===== config.mk =====
export PLATFORM = sky130hd
export DESIGN_NAME = tournament_sel
export DESIGN_NICKNAME = d
export VERILOG_FILES = /design/src/rtl/ga_pkg.sv /design/src/rtl/fit_cmp.sv /design/src/rtl/tournament_sel.sv
export SDC_FILE = /design/constraint.sdc
export NUM_CORES = 1
export LEC_CHECK = 0
export ABC_AREA = 1
export BUFFER_PORTS_ARGS = -buffer_cell sky130_fd_sc_hd__buf_2
export CAP_MARGIN = 15
export CORE_MARGIN = 4
export CORE_UTILIZATION = 50
export CTS_CLUSTER_DIAMETER = 150
export DETAILED_ROUTE_END_ITERATION = 12
export PLACE_DENSITY_LB_ADDON = 0.25
export SYNTH_ARGS = -nofsm -noshare
export SYNTH_HDL_FRONTEND = slang
export SYNTH_SLANG_ARGS = --single-unit

===== constraint.sdc =====
create_clock -name clk -period 6.19 [get_ports clk]
set_input_delay 0.619 -clock clk [delete_from_list [all_inputs] [get_ports clk]]
set_output_delay 0.619 -clock clk [all_outputs]
set_load 0.005 [all_outputs]

===== src/rtl/ga_pkg.sv =====
// Shared types and default sizing for the genetic-algorithm selection pipeline.
package ga_pkg;

    localparam int DEF_POP_SIZE      = 32;
    localparam int DEF_CHROM_WIDTH   = 16;
    localparam int DEF_FITNESS_WIDTH = (DEF_CHROM_WIDTH + 1) * 3;

    typedef enum logic {
        COLLECT = 1'b0,
        EMIT    = 1'b1
    } state_t;

endpackage


===== src/rtl/fit_cmp.sv =====
// Two-input winner selection: lower fitness wins, ties go to input b.
module fit_cmp #(
    parameter int CHROM_WIDTH   = 16,
    parameter int FITNESS_WIDTH = 51
) (
    input  logic [CHROM_WIDTH-1:0]   chrom_a,
    input  logic [FITNESS_WIDTH-1:0] fit_a,
    input  logic [CHROM_WIDTH-1:0]   chrom_b,
    input  logic [FITNESS_WIDTH-1:0] fit_b,
    output logic [CHROM_WIDTH-1:0]   chrom_win,
    output logic [FITNESS_WIDTH-1:0] fit_win
);

    logic a_wins;

    // Full-width unsigned compare; strict so that equal fitness keeps b.
    assign a_wins    = (fit_a < fit_b);
    assign chrom_win = a_wins ? chrom_a : chrom_b;
    assign fit_win   = a_wins ? fit_a   : fit_b;

endmodule


===== src/rtl/tournament_sel.sv =====
// Tournament selection: collects pair winners into a pool, then emits them
// downstream as parent pairs while tracking the best chromosome seen.
module tournament_sel
    import ga_pkg::*;
#(
    parameter int POP_SIZE      = DEF_POP_SIZE,
    parameter int CHROM_WIDTH   = DEF_CHROM_WIDTH,
    parameter int FITNESS_WIDTH = (CHROM_WIDTH + 1) * 3
) (
    input  logic                     clk,
    input  logic                     reset,
    input  logic                     in_valid,
    input  logic [CHROM_WIDTH-1:0]   in_chrom1,
    input  logic [CHROM_WIDTH-1:0]   in_chrom2,
    input  logic [FITNESS_WIDTH-1:0] in_fit1,
    input  logic [FITNESS_WIDTH-1:0] in_fit2,
    output logic                     in_ready,
    output logic                     out_valid,
    output logic [CHROM_WIDTH-1:0]   out_parent1,
    output logic [CHROM_WIDTH-1:0]   out_parent2,
    input  logic                     out_ready,
    output logic [CHROM_WIDTH-1:0]   best,
    output logic [FITNESS_WIDTH-1:0] best_fit,
    output logic                     gen_done,
    output logic [15:0]              gen_count
);

    localparam int DEPTH = POP_SIZE / 2;
    localparam int PAIRS = POP_SIZE / 4;
    localparam int WR_W  = $clog2(DEPTH);
    localparam int RD_W  = (PAIRS > 1) ? $clog2(PAIRS) : 1;

    state_t                   state, state_next;
    logic [WR_W-1:0]          wr_idx;
    logic [RD_W-1:0]          rd_idx;
    logic [CHROM_WIDTH-1:0]   pool [DEPTH];
    logic [WR_W-1:0]          addr0, addr1;

    logic                     accept, handshake, last_accept, last_pair;
    logic [CHROM_WIDTH-1:0]   win_chrom, best_chrom_next;
    logic [FITNESS_WIDTH-1:0] win_fit, best_fit_next;

    fit_cmp #(
        .CHROM_WIDTH  (CHROM_WIDTH),
        .FITNESS_WIDTH(FITNESS_WIDTH)
    ) u_pair_cmp (
        .chrom_a  (in_chrom1),
        .fit_a    (in_fit1),
        .chrom_b  (in_chrom2),
        .fit_b    (in_fit2),
        .chrom_win(win_chrom),
        .fit_win  (win_fit)
    );

    // Current best sits on input b, so a tie keeps the incumbent.
    fit_cmp #(
        .CHROM_WIDTH  (CHROM_WIDTH),
        .FITNESS_WIDTH(FITNESS_WIDTH)
    ) u_best_cmp (
        .chrom_a  (win_chrom),
        .fit_a    (win_fit),
        .chrom_b  (best),
        .fit_b    (best_fit),
        .chrom_win(best_chrom_next),
        .fit_win  (best_fit_next)
    );

    assign in_ready    = (state == COLLECT);
    assign out_valid   = (state == EMIT);
    assign accept      = in_valid && in_ready;
    assign handshake   = out_valid && out_ready;
    assign last_accept = accept && (wr_idx == WR_W'(DEPTH - 1));
    assign last_pair   = handshake && (rd_idx == RD_W'(PAIRS - 1));

    assign addr0       = WR_W'({rd_idx, 1'b0});
    assign addr1       = addr0 | WR_W'(1);
    assign out_parent1 = out_valid ? pool[addr0] : '0;
    assign out_parent2 = out_valid ? pool[addr1] : '0;

    // NOTE: non-blocking assignments for every register so all state
    // updates see the pre-edge values regardless of block ordering.
    always_ff @(posedge clk or negedge reset) begin
        if (!reset) state <= COLLECT;
        else        state <= state_next;
    end

    // NOTE: default assigned first so no path through the case infers a latch.
    always_comb begin
        state_next = state;
        case (state)
            COLLECT: if (last_accept) state_next = EMIT;
            EMIT:    if (last_pair)   state_next = COLLECT;
            default: state_next = COLLECT;
        endcase
    end

    always_ff @(posedge clk or negedge reset) begin
        if (!reset) begin
            wr_idx    <= '0;
            rd_idx    <= '0;
            best      <= '0;
            best_fit  <= '1;
            gen_done  <= 1'b0;
            gen_count <= '0;
        end else begin
            gen_done <= last_pair;
            if (accept) begin
                wr_idx   <= last_accept ? '0 : wr_idx + WR_W'(1);
                best     <= best_chrom_next;
                best_fit <= best_fit_next;
                if (last_accept) rd_idx <= '0;
            end
            if (handshake) begin
                rd_idx <= last_pair ? '0 : rd_idx + RD_W'(1);
                if (last_pair) gen_count <= gen_count + 16'd1;
            end
        end
    end

    // NOTE: the pool is plain storage with no reset; it is only read in EMIT,
    // after a full generation has overwritten every entry.
    always_ff @(posedge clk) begin
        if (accept) pool[wr_idx] <= win_chrom;
    end

endmodule


==> results of run 1 <==
## state kept, by name (all words and copies together), names as in the netlist
register / flops
best: 16
best_fit: 51
gen_count: 16
gen_done: 1
out_valid: 1
pool: 256
rd_idx: 3
wr_idx: 4
## layout by cell type (no fill, tap or decap), types with 11 or more instances in the layout
cell and instances:
ha_1 107, clkbuf_16 37, o22ai_1 32, dfrtp_1 39
o21ai_0 209, nor2_1 220, nand3_1 85, edfxtp_1 256
o21ai_1 11, buf_4 13, a21oi_1 38, a31oi_1 35
buf_2 254, nand2_1 344, nand4_1 12, dfstp_2 51
inv_1 137, nor2_2 16
## critical path, stage by stage
cell,delay [ns]
buf_2,0.08
inv_1,0.05
ha_1,0.29
nand2_1,0.07
nor2_1,0.17
nand4_1,0.19
nor2_2,0.18
nand2_1,0.07
nor2_1,0.09
nand2_1,0.11
nand3_4,0.23
inv_2,0.25
buf_12,0.26
o21ai_0,0.41
ha_1,0.22
nand2_1,0.05
inv_1,0.06
nand3_1,0.09
nor3_1,0.28
nand2_1,0.14
nor4_1,0.41
nand2_2,0.11
nand2_2,0.39
buf_12,0.28
nand2_1,0.08
nand2_1,0.07
## worst paths after layout
| check | start | to | slack, ns | depth (start not counted) |
|---|---|---|---|---|
| worst min register to register | best_fit[41] | best_fit[41] | 0.47 | 2 |
| worst max-delay path | in_fit2[42] | best_fit[4] | 1.32 | 26 |
| min in group clk | in_fit2[0] | best_fit[0] | 0.46 | 5 |
| worst max register to register | rd_idx[1] | gen_count[15] | 2.62 | 11 |
| max in group asynchronous | reset | gen_count[8] | 4.98 | 2 |
| worst min-delay path | reset | best[5] | 0.08 | 1 |
## power by group through the flow
stage,clock (uW),sequential (uW),combinational (uW)
global route,2190,3360,3230
detailed placement,0,3350,2850
CTS,2080,3310,2860
floorplan,0,3190,1780
finish,2040,3320,2840
global placement,0,3340,2780
## per-layer routing
layer,up-vias,routed length [um],track usage (%)
met2,451,21700,39.7
li1,6371,-,-
met3,54,3900,5.54
met1,6198,19700,35.0
met5,-,0,0
met4,0,717,4.72
## metrics by stage
stage	power [uW]	cell area (um2)	hold slack, ns	setup slack [ns]	instances
after floorplan	4970	17000	0.323	2.12	1728
after CTS	8250	19800	0.0721	1.29	2423
after global routing	8780	19800	0.0934	0.819	2423
final	8200	19800	0.0759	1.32	2423
after detailed placement	6200	18700	0.461	0.763	2360
after global placement	6120	18700	0.452	0.833	2360
## cells by family (layout without fill, tap and decap cells)
kind of cell | count (synthesis) | after routing | share of synthesized area [%]
DFF | 348 | 348 | 59.0
AOI/OAI and AO/OA | 340 | 340 | 10.7
and+or+nand+nor | 692 | 692 | 16.4
buffers and inverters | 225 | 472 | 5.25
xor gates and xnor gates | 16 | 16 | 0.822
adders and majority gates | 107 | 107 | 7.85
## final cells by class
cell class	count	area [um2]
tap	448	561
timing repair buffer	270	1430
inverter	139	522
fill	2829	13800
clock inverter	19	149
sequential	348	10100
clock buffer	44	952
multi-input combinational	1155	6140
==> run_results.csv, run 1 <==
group,metric,value,unit
clock_tree,cts_setup_buffers,0,
clock_tree,clkTransAtPathRegs,0.06,ns
placed_design,port_buffers,255,
synth,ys_top_cells_by_area,"edfxtp_1, dfstp_2, ha_1",
power_and_ir_drop,comb_power_share,34.7,%
sta,fin_crit,4.87,ns
final_layout,syn_to_final_growth,16.2,%
grt,overflow,0,
placed_design,gp_congestion,0.905,
status,status,"finished, final reports clean",
clock_tree,clock_sinks,348,
synth,synth_edf_count,256,
critical_path,worstPathMaxFanout,61,
detailed_routing,drtIter0Drc,981,
detailed_routing,via_per_inst,5.40,
grt,grt_usage,24.7,%
power_and_ir_drop,p_per_area,414,nW/um2
hold_path,hp-class,"primary input to async pin",
critical_path,cp.required,6.63,ns
grt,antenna_found_initial,1,
critical_path,crit_type,"primary input to flip-flop",
power_and_ir_drop,power_switching,3030,uW
power_and_ir_drop,seq_power_share,40.4,%
sta,hold_viol,0,
detailed_routing,ant_nets,0,
final_layout,drive_above_1_share,20.0,%
synth,synth.yosys.seq_area_share,59.0,%
clock_tree,numCtsBuffers,36,
floorplanning,die_w,193,um
sta,fin_crit_sh,78.7,%
synth,yosys.area.top_type,"edfxtp_1",
final_layout,nets,2195,
floorplanning,fp.coreArea,33600,um2
detailed_routing,drcViolationCount,0,
synth,synth_area,17000,um2
synth,synth_cells,1728,
sta,setup_viol,0,
synth,ys_warn_count,0,
clock_tree,clk_latency,0.50,ns
floorplanning,std_cell_rows,67,
sta,max_freq,0.205,GHz
clock_tree,ctsResizeCount,0,
grt,grt_pass1_vias,12700,
floorplanning,floorplan.initialDensity,50.7,%
floorplanning,die_y,193,um
synth,synthFlopType,"edfxtp_1",
clock_tree,clockBufferDepth,3,
clock_tree,hold_buffers,0,
synth,ys_types,34,
power_and_ir_drop,p_int,5170,uW
synth,synth_nets,1973,
final_layout,num_antenna_cells,0,
grt,grt_max_degree,71,
critical_path,start_kind,"primary input",
critical_path,crit_path_end_kind,"flip-flop",
sta,rsz0062_at_grt,"false",
clock_tree,tritoncts,"yes",
critical_path,cp.arrival,5.31,ns
detailed_routing,drt-wirelength-per-cell,19.0,um
sta,slew_viol_final,0,
power_and_ir_drop,pwr-share-clk,24.9,%
floorplanning,dieArea,37100,um2
clock_tree,cts_max_level,2,
clock_tree,cts_root_buf,"clkbuf_16",
run,max-cap-violations,0,
floorplanning,ios,256,
sta,tightest_slew,1.12,ns
sta,slew_headroom,25.1,%
power_and_ir_drop,ir_drop,0.201,mV
sta,skew,0.00818,ns
synth,synthTopCellsByCount,"nand2_1, edfxtp_1, nor2_1",
grt,grt_pass1_wl,70900,um
power_and_ir_drop,power.leakage,0.00859,uW
synth,async_flop_share,26.4,%
placed_design,hpwlAfterDp,31500,um
final_layout,final_util,58.9,%
detailed_routing,vias,13100,
sta,fin_setup_tns,0,ns
power_and_ir_drop,swShare,37.0,%
synth,synth_top_area_share,45.1,%
synth,ys_ff_latch,348,
synth,synth.most_common_cell,"nand2_1",
detailed_routing,drt_wl_total,45900,um
detailed_routing,drt_pass1_iterations,7,
synth,syn_avg_cell_area,9.86,um2
No activity file was read; power rests on OpenSTA's default activity.
==> run 2, diff against run 1 <==
==> constraint.sdc (replaced) <==
create_clock -name clk -period 4.8 [get_ports clk]
set_input_delay 0.48 -clock clk [delete_from_list [all_inputs] [get_ports clk]]
set_output_delay 0.48 -clock clk [all_outputs]
set_load 0.005 [all_outputs]
==> run_results.csv, run 2 (same netlist as run 1, synthesis figures left out) <==
group,metric,value,unit
final_layout,syn_to_final_growth,16.9,%
floorplanning,die_y,193,um
floorplanning,fp.coreArea,33600,um2
clock_tree,clkTransAtPathRegs,0.06,ns
final_layout,final_cells,2432,
final_layout,reg.largest.list,"pool (256), best_fit (51)",
hold_path,hp-class,"primary input to async pin",
clock_tree,clk_latency,0.52,ns
detailed_routing,via_per_inst,5.46,
critical_path,worstPathMaxFanout,58,
sta,fin_crit_sh,78.3,%
final_layout,nets,2201,
floorplanning,std_cell_rows,67,
critical_path,crit_path_frequent_cell,"nand2_1",
final_layout,final_common_cell,"nand2_1",
floorplanning,dieArea,37100,um2
sta,setup_viol,0,
sta,slew_headroom,26.4,%
clock_tree,cts_max_level,2,
critical_path,cp.arrival,4.21,ns
critical_path,reg2reg_slack,1.61,ns
grt,antenna_found_initial,1,
clock_tree,numCtsBuffers,36,
detailed_routing,drcViolationCount,0,
final_layout,regMostFlops,"pool",
detailed_routing,drtIter0Drc,1241,
critical_path,start_kind,"primary input",
grt,overflow,0,
detailed_routing,drt_pass1_iterations,6,
run,max-cap-violations,0,
floorplanning,floorplan.initialDensity,50.7,%
detailed_routing,ant_nets,0,
final_layout,final_area,19900,um2
grt,grt_pass1_wl,71700,um
clock_tree,hold_buffers,0,
clock_tree,tritoncts,"yes",
power_and_ir_drop,power.leakage,0.00864,uW
sta,hold_viol,0,
sta,skew,0.0201,ns
sta,slew_viol_final,0,
placed_design,placed_cell_area,18800,um2
grt,grt_max_degree,73,
floorplanning,die_w,193,um
grt,grt_pass1_vias,12700,
critical_path,slowest_delay,0.43,ns
detailed_routing,drt_wl_total,46700,um
sta,max_freq,0.266,GHz
final_layout,largest_reg_flops,256,
sta,fin_crit,3.76,ns
critical_path,crit_type,"primary input to flip-flop",
sta,tightest_slew,1.10,ns
grt,grt_usage,25.0,%
power_and_ir_drop,p_per_area,534,nW/um2
final_layout,final_cell_mix,"nand2_1, edfxtp_1, buf_2",
sta,rsz0062_at_grt,"false",
placed_design,place_inst,2366,
clock_tree,ctsResizeCount,0,
clock_tree,cts_setup_buffers,0,
clock_tree,clock_sinks,348,
critical_path,critPathSlowestCell,"o21ai_0",
power_and_ir_drop,ir_drop,0.281,mV
placed_design,hpwlAfterDp,31700,um
final_layout,nFillCells,2870,
placed_design,port_buffers,255,
placed_design,gp_congestion,0.888,
sta,fin_setup_tns,0,ns
critical_path,crit_path_end_kind,"flip-flop",
clock_tree,cts_root_buf,"clkbuf_16",
floorplanning,ios,256,
detailed_routing,vias,13300,
final_layout,drive_above_1_share,20.5,%
status,status,"finished, final reports clean",
critical_path,cp.required,5.25,ns
clock_tree,clockBufferDepth,3,
detailed_routing,drt-wirelength-per-cell,19.2,um
[run 2: worst paths after layout]
kind / start / endpoint / cells past startpoint
setup / recovery: in_fit2[50] / best[14] / 25
hold / removal: reset / best[6] / 1
setup reg to reg: out_valid / pool[4][3] / 6
hold reg to reg: gen_count[15] / gen_count[15] / 1
max in group asynchronous: reset / best_fit[9] / 2
min in group clk: in_fit2[0] / best_fit[0] / 5
[run 2: cell type report]
| type | count | area, um2 | share of cell area, % |
|---|---|---|---|
| clock buffer | 44 | 951 | 4.77 |
| tap | 448 | 561 | 2.81 |
| antenna | 1 | 2.50 | 0.0126 |
| clock inverter | 21 | 174 | 0.873 |
| timing repair buffer | 276 | 1510 | 7.59 |
| multi-input combinational | 1155 | 6140 | 30.8 |
| inverter | 139 | 522 | 2.62 |
| sequential | 348 | 10100 | 50.5 |
[run 2: worst max-delay path, delay by kind of cell]
kind            cells  cell delay [ns]
fa+ha+maj           2             0.63
compound gates      4             0.93
buf+inv             5             0.68
simple gates       14             1.43
[run 2: stage by stage]
stage	power, uW	utilization (%)	hold WS, ns	worst slack [ns]
final	10600	59.3	0.0749	1.04
after global routing	11400	59.3	0.135	0.659
after CTS	10700	59.3	0.0838	1.10
after detailed placement	8040	55.9	0.458	0.590
after global placement	7930	55.9	0.454	0.575
after floorplan	6410	-	0.184	0.873
[run 2: report_power, final]
| part | internal (uW) | leakage, uW | switching (uW) |
|---|---|---|---|
| clock | 1530 | 0.000548 | 1140 |
| sequential | 3850 | 0.00338 | 367 |
| combinational | 1320 | 0.00472 | 2440 |
| total | 6690 | 0.00864 | 3950 |
[run 2: layer usage]
metal | vias up | GRT usage, % | routed length, um | part of all wire [%]
li1 | 6394 | - | - | -
met1 | 6306 | 35.1 | 20300 | 43
met2 | 500 | 39.0 | 21000 | 45
met3 | 71 | 6.48 | 4200 | 9.0
met4 | 0 | 6.94 | 1230 | 2.6
met5 | - | 0 | 0 | 0
==> run 3, diff against run 2 <==
==> constraint.sdc (replaced) <==
create_clock -name clk -period 3.3 [get_ports clk]
set_input_delay 0.33 -clock clk [delete_from_list [all_inputs] [get_ports clk]]
set_output_delay 0.33 -clock clk [all_outputs]
set_load 0.005 [all_outputs]
==> run_results.csv, run 3 (same netlist as run 1, synthesis figures left out) <==
group,metric,value,unit
final_layout,final_util,66.3,%
sta,setup_viol,67,
grt,grt_pass1_wl,76300,um
critical_path,crit_path_end_kind,"flip-flop",
final_layout,nets,2390,
final_layout,final_common_cell,"nand2_1",
sta,slew_viol_final,0,
critical_path,worstPathMaxFanout,10,
final_layout,reg.largest.list,"pool (256), best_fit (51)",
critical_path,worst-path-stages,29,
grt,grt_pass1_vias,14000,
final_layout,largest_reg_flops,256,
clock_tree,tritoncts,"yes",
floorplanning,floorplan.initialDensity,50.7,%
sta,slew_headroom,38.9,%
critical_path,start_kind,"primary input",
critical_path,critical-path-top-delay-family,"simple AND/OR/NAND/NOR gates",
critical_path,cp.arrival,4.00,ns
sta,max_freq,0.278,GHz
critical_path,endpoint,"best[4]",
critical_path,critPathSlowestCell,"ha_1",
detailed_routing,drt-wirelength-per-cell,19.5,um
final_layout,drive_above_1_share,31.0,%
floorplanning,die_y,193,um
power_and_ir_drop,ir_drop,0.385,mV
detailed_routing,ant_nets,0,
clock_tree,clkTransAtPathRegs,0.06,ns
clock_tree,clk_latency,0.52,ns
status,status,"finished, violations left",
critical_path,r2r-end,"best_fit[50]",
grt,grt_max_degree,82,
status,failed_checks,"negative setup slack",
clock_tree,clockBufferDepth,3,
sta,fin_crit,3.60,ns
floorplanning,die_w,193,um
power_and_ir_drop,power.leakage,0.00982,uW
detailed_routing,drt_wl_total,51200,um
critical_path,reg2reg_from,"best_fit[21]",
grt,busiest_layer,"met2",
floorplanning,fp.coreArea,33600,um2
final_layout,syn_to_final_growth,30.8,%
grt,overflow,0,
grt,use_met2,43.8,%
critical_path,reg2reg_slack,0.71,ns
clock_tree,cts_root_buf,"clkbuf_16",
final_layout,final_cell_mix,"nand2_1, edfxtp_1, buf_2",
sta,fin_setup_tns,-17.28,ns
sta,setup_slack,-0.301,ns
placed_design,hpwlAfterDp,33400,um
detailed_routing,drt_pass1_iterations,5,
critical_path,critical_path_buf_inv_count,9,
sta,hold_viol,0,
detailed_routing,vias,14300,
critical_path,cp-startpoint,"in_fit1[39]",
sta,skew,0.0281,ns
critical_path,slowest_delay,0.29,ns
grt,antenna_found_initial,1,
power_and_ir_drop,p_per_area,739,nW/um2
detailed_routing,drcViolationCount,0,
floorplanning,std_cell_rows,67,
placed_design,gp_congestion,0.933,
detailed_routing,drtIter0Drc,1092,
sta,tightest_slew,0.916,ns
critical_path,cp.required,3.70,ns
clock_tree,clock_sinks,348,
final_layout,num_antenna_cells,0,
critical_path,crit_type,"primary input to flip-flop",
floorplanning,dieArea,37100,um2
grt,grt_usage,26.6,%
critical_path,reg2regPathDepth,13,
clock_tree,numCtsBuffers,36,
grt,use_met3,5.61,%
sta,rsz0062_at_grt,"true",
floorplanning,ios,256,
hold_path,hp-class,"primary input to flip-flop",
final_layout,regMostFlops,"pool",
detailed_routing,via_per_inst,5.48,
placed_design,port_buffers,255,
grt,use_met1,34.4,%
clock_tree,cts_max_level,2,
run,max-cap-violations,0,
sta,fin_crit_sh,109,%
[run 3: cell count changes in the layout (fill, tap and decap cells not counted), moves of 11 or more]
cell | previous run | this run
buf_4 | 16 | 167
ha_1 | 107 | 95
nand2_1 | 344 | 308
nand2_2 | 3 | 29
nor2_2 | 16 | 5
o21ai_0 | 209 | 175
o21ai_1 | 11 | 28
o21ai_2 | 0 | 15
[run 3: layout make-up]
type | count | area (um2)
Clock buffer | 47 | 942
Clock inverter | 18 | 129
Fill cell | 2601 | 11300
Inverter | 139 | 554
Multi-Input combinational cell | 1156 | 6620
Sequential cell | 348 | 10100
Tap cell | 448 | 561
Timing Repair Buffer | 462 | 3410
Timing Repair inverter | 2 | 17.5
[run 3: power by group]
| group | internal (uW) | switching, uW |
|---|---|---|
| clock network | 2110 | 1630 |
| registers | 5590 | 522 |
| logic | 2660 | 3970 |
| total | 10400 | 6120 |
[run 3: worst min-delay path by stage]
stage,start,end,slack [ns],cells after the start
global placement,gen_count[15],gen_count[15],0.45,1
finish,in_fit1[28],best_fit[28],0.19,5
floorplan,reset,best[0],0.03,0
global route,in_fit1[27],best_fit[27],0.21,5
detailed placement,gen_count[15],gen_count[15],0.46,1
CTS,in_fit1[28],best_fit[28],0.17,5
[run 3: through the flow]
stage	total power, uW	cell area [um2]	hold slack (ns)	setup slack [ns]	instances
2_1_floorplan	9380	17200	0.0344	-0.132	1728
3_3_place_gp	11800	20000	0.454	-0.922	2508
3_5_place_dp	11900	20000	0.463	-0.964	2508
4_1_cts	16000	21700	0.172	-0.110	2600
5_1_grt	17500	22300	0.214	-0.478	2620
6_report	16500	22300	0.188	-0.301	2620
[run 3: worst register-to-register path, delay by kind of cell (launching register included)]
family                   cells  cell delay [ns]
AND/OR/NAND/NOR              6             0.67
buffers and inverters        3             0.47
adder cells (fa/ha/maj)      1             0.31
AO/OA/AOI/OAI                3             0.48
flip-flops                   1             0.58
[run 3: what timing repair did]
item / CTS / global route
pin swaps: 26 / 28
hold buffers: 1 / 0
endpoints found under the hold margin: 23 / 0
cloned: 10 / 11
gates resized for setup: 101 / 71
buffers inserted: 16 / 12
setup endpoints to repair: 67 / 67
[run 3: routing by layer]
layer | vias to the layer above | wire length (um)
met2 | 631 | 24300
met4 | 2 | 2420
li1 | 6777 | -
met3 | 138 | 4340
met1 | 6801 | 20100
met5 | - | 8
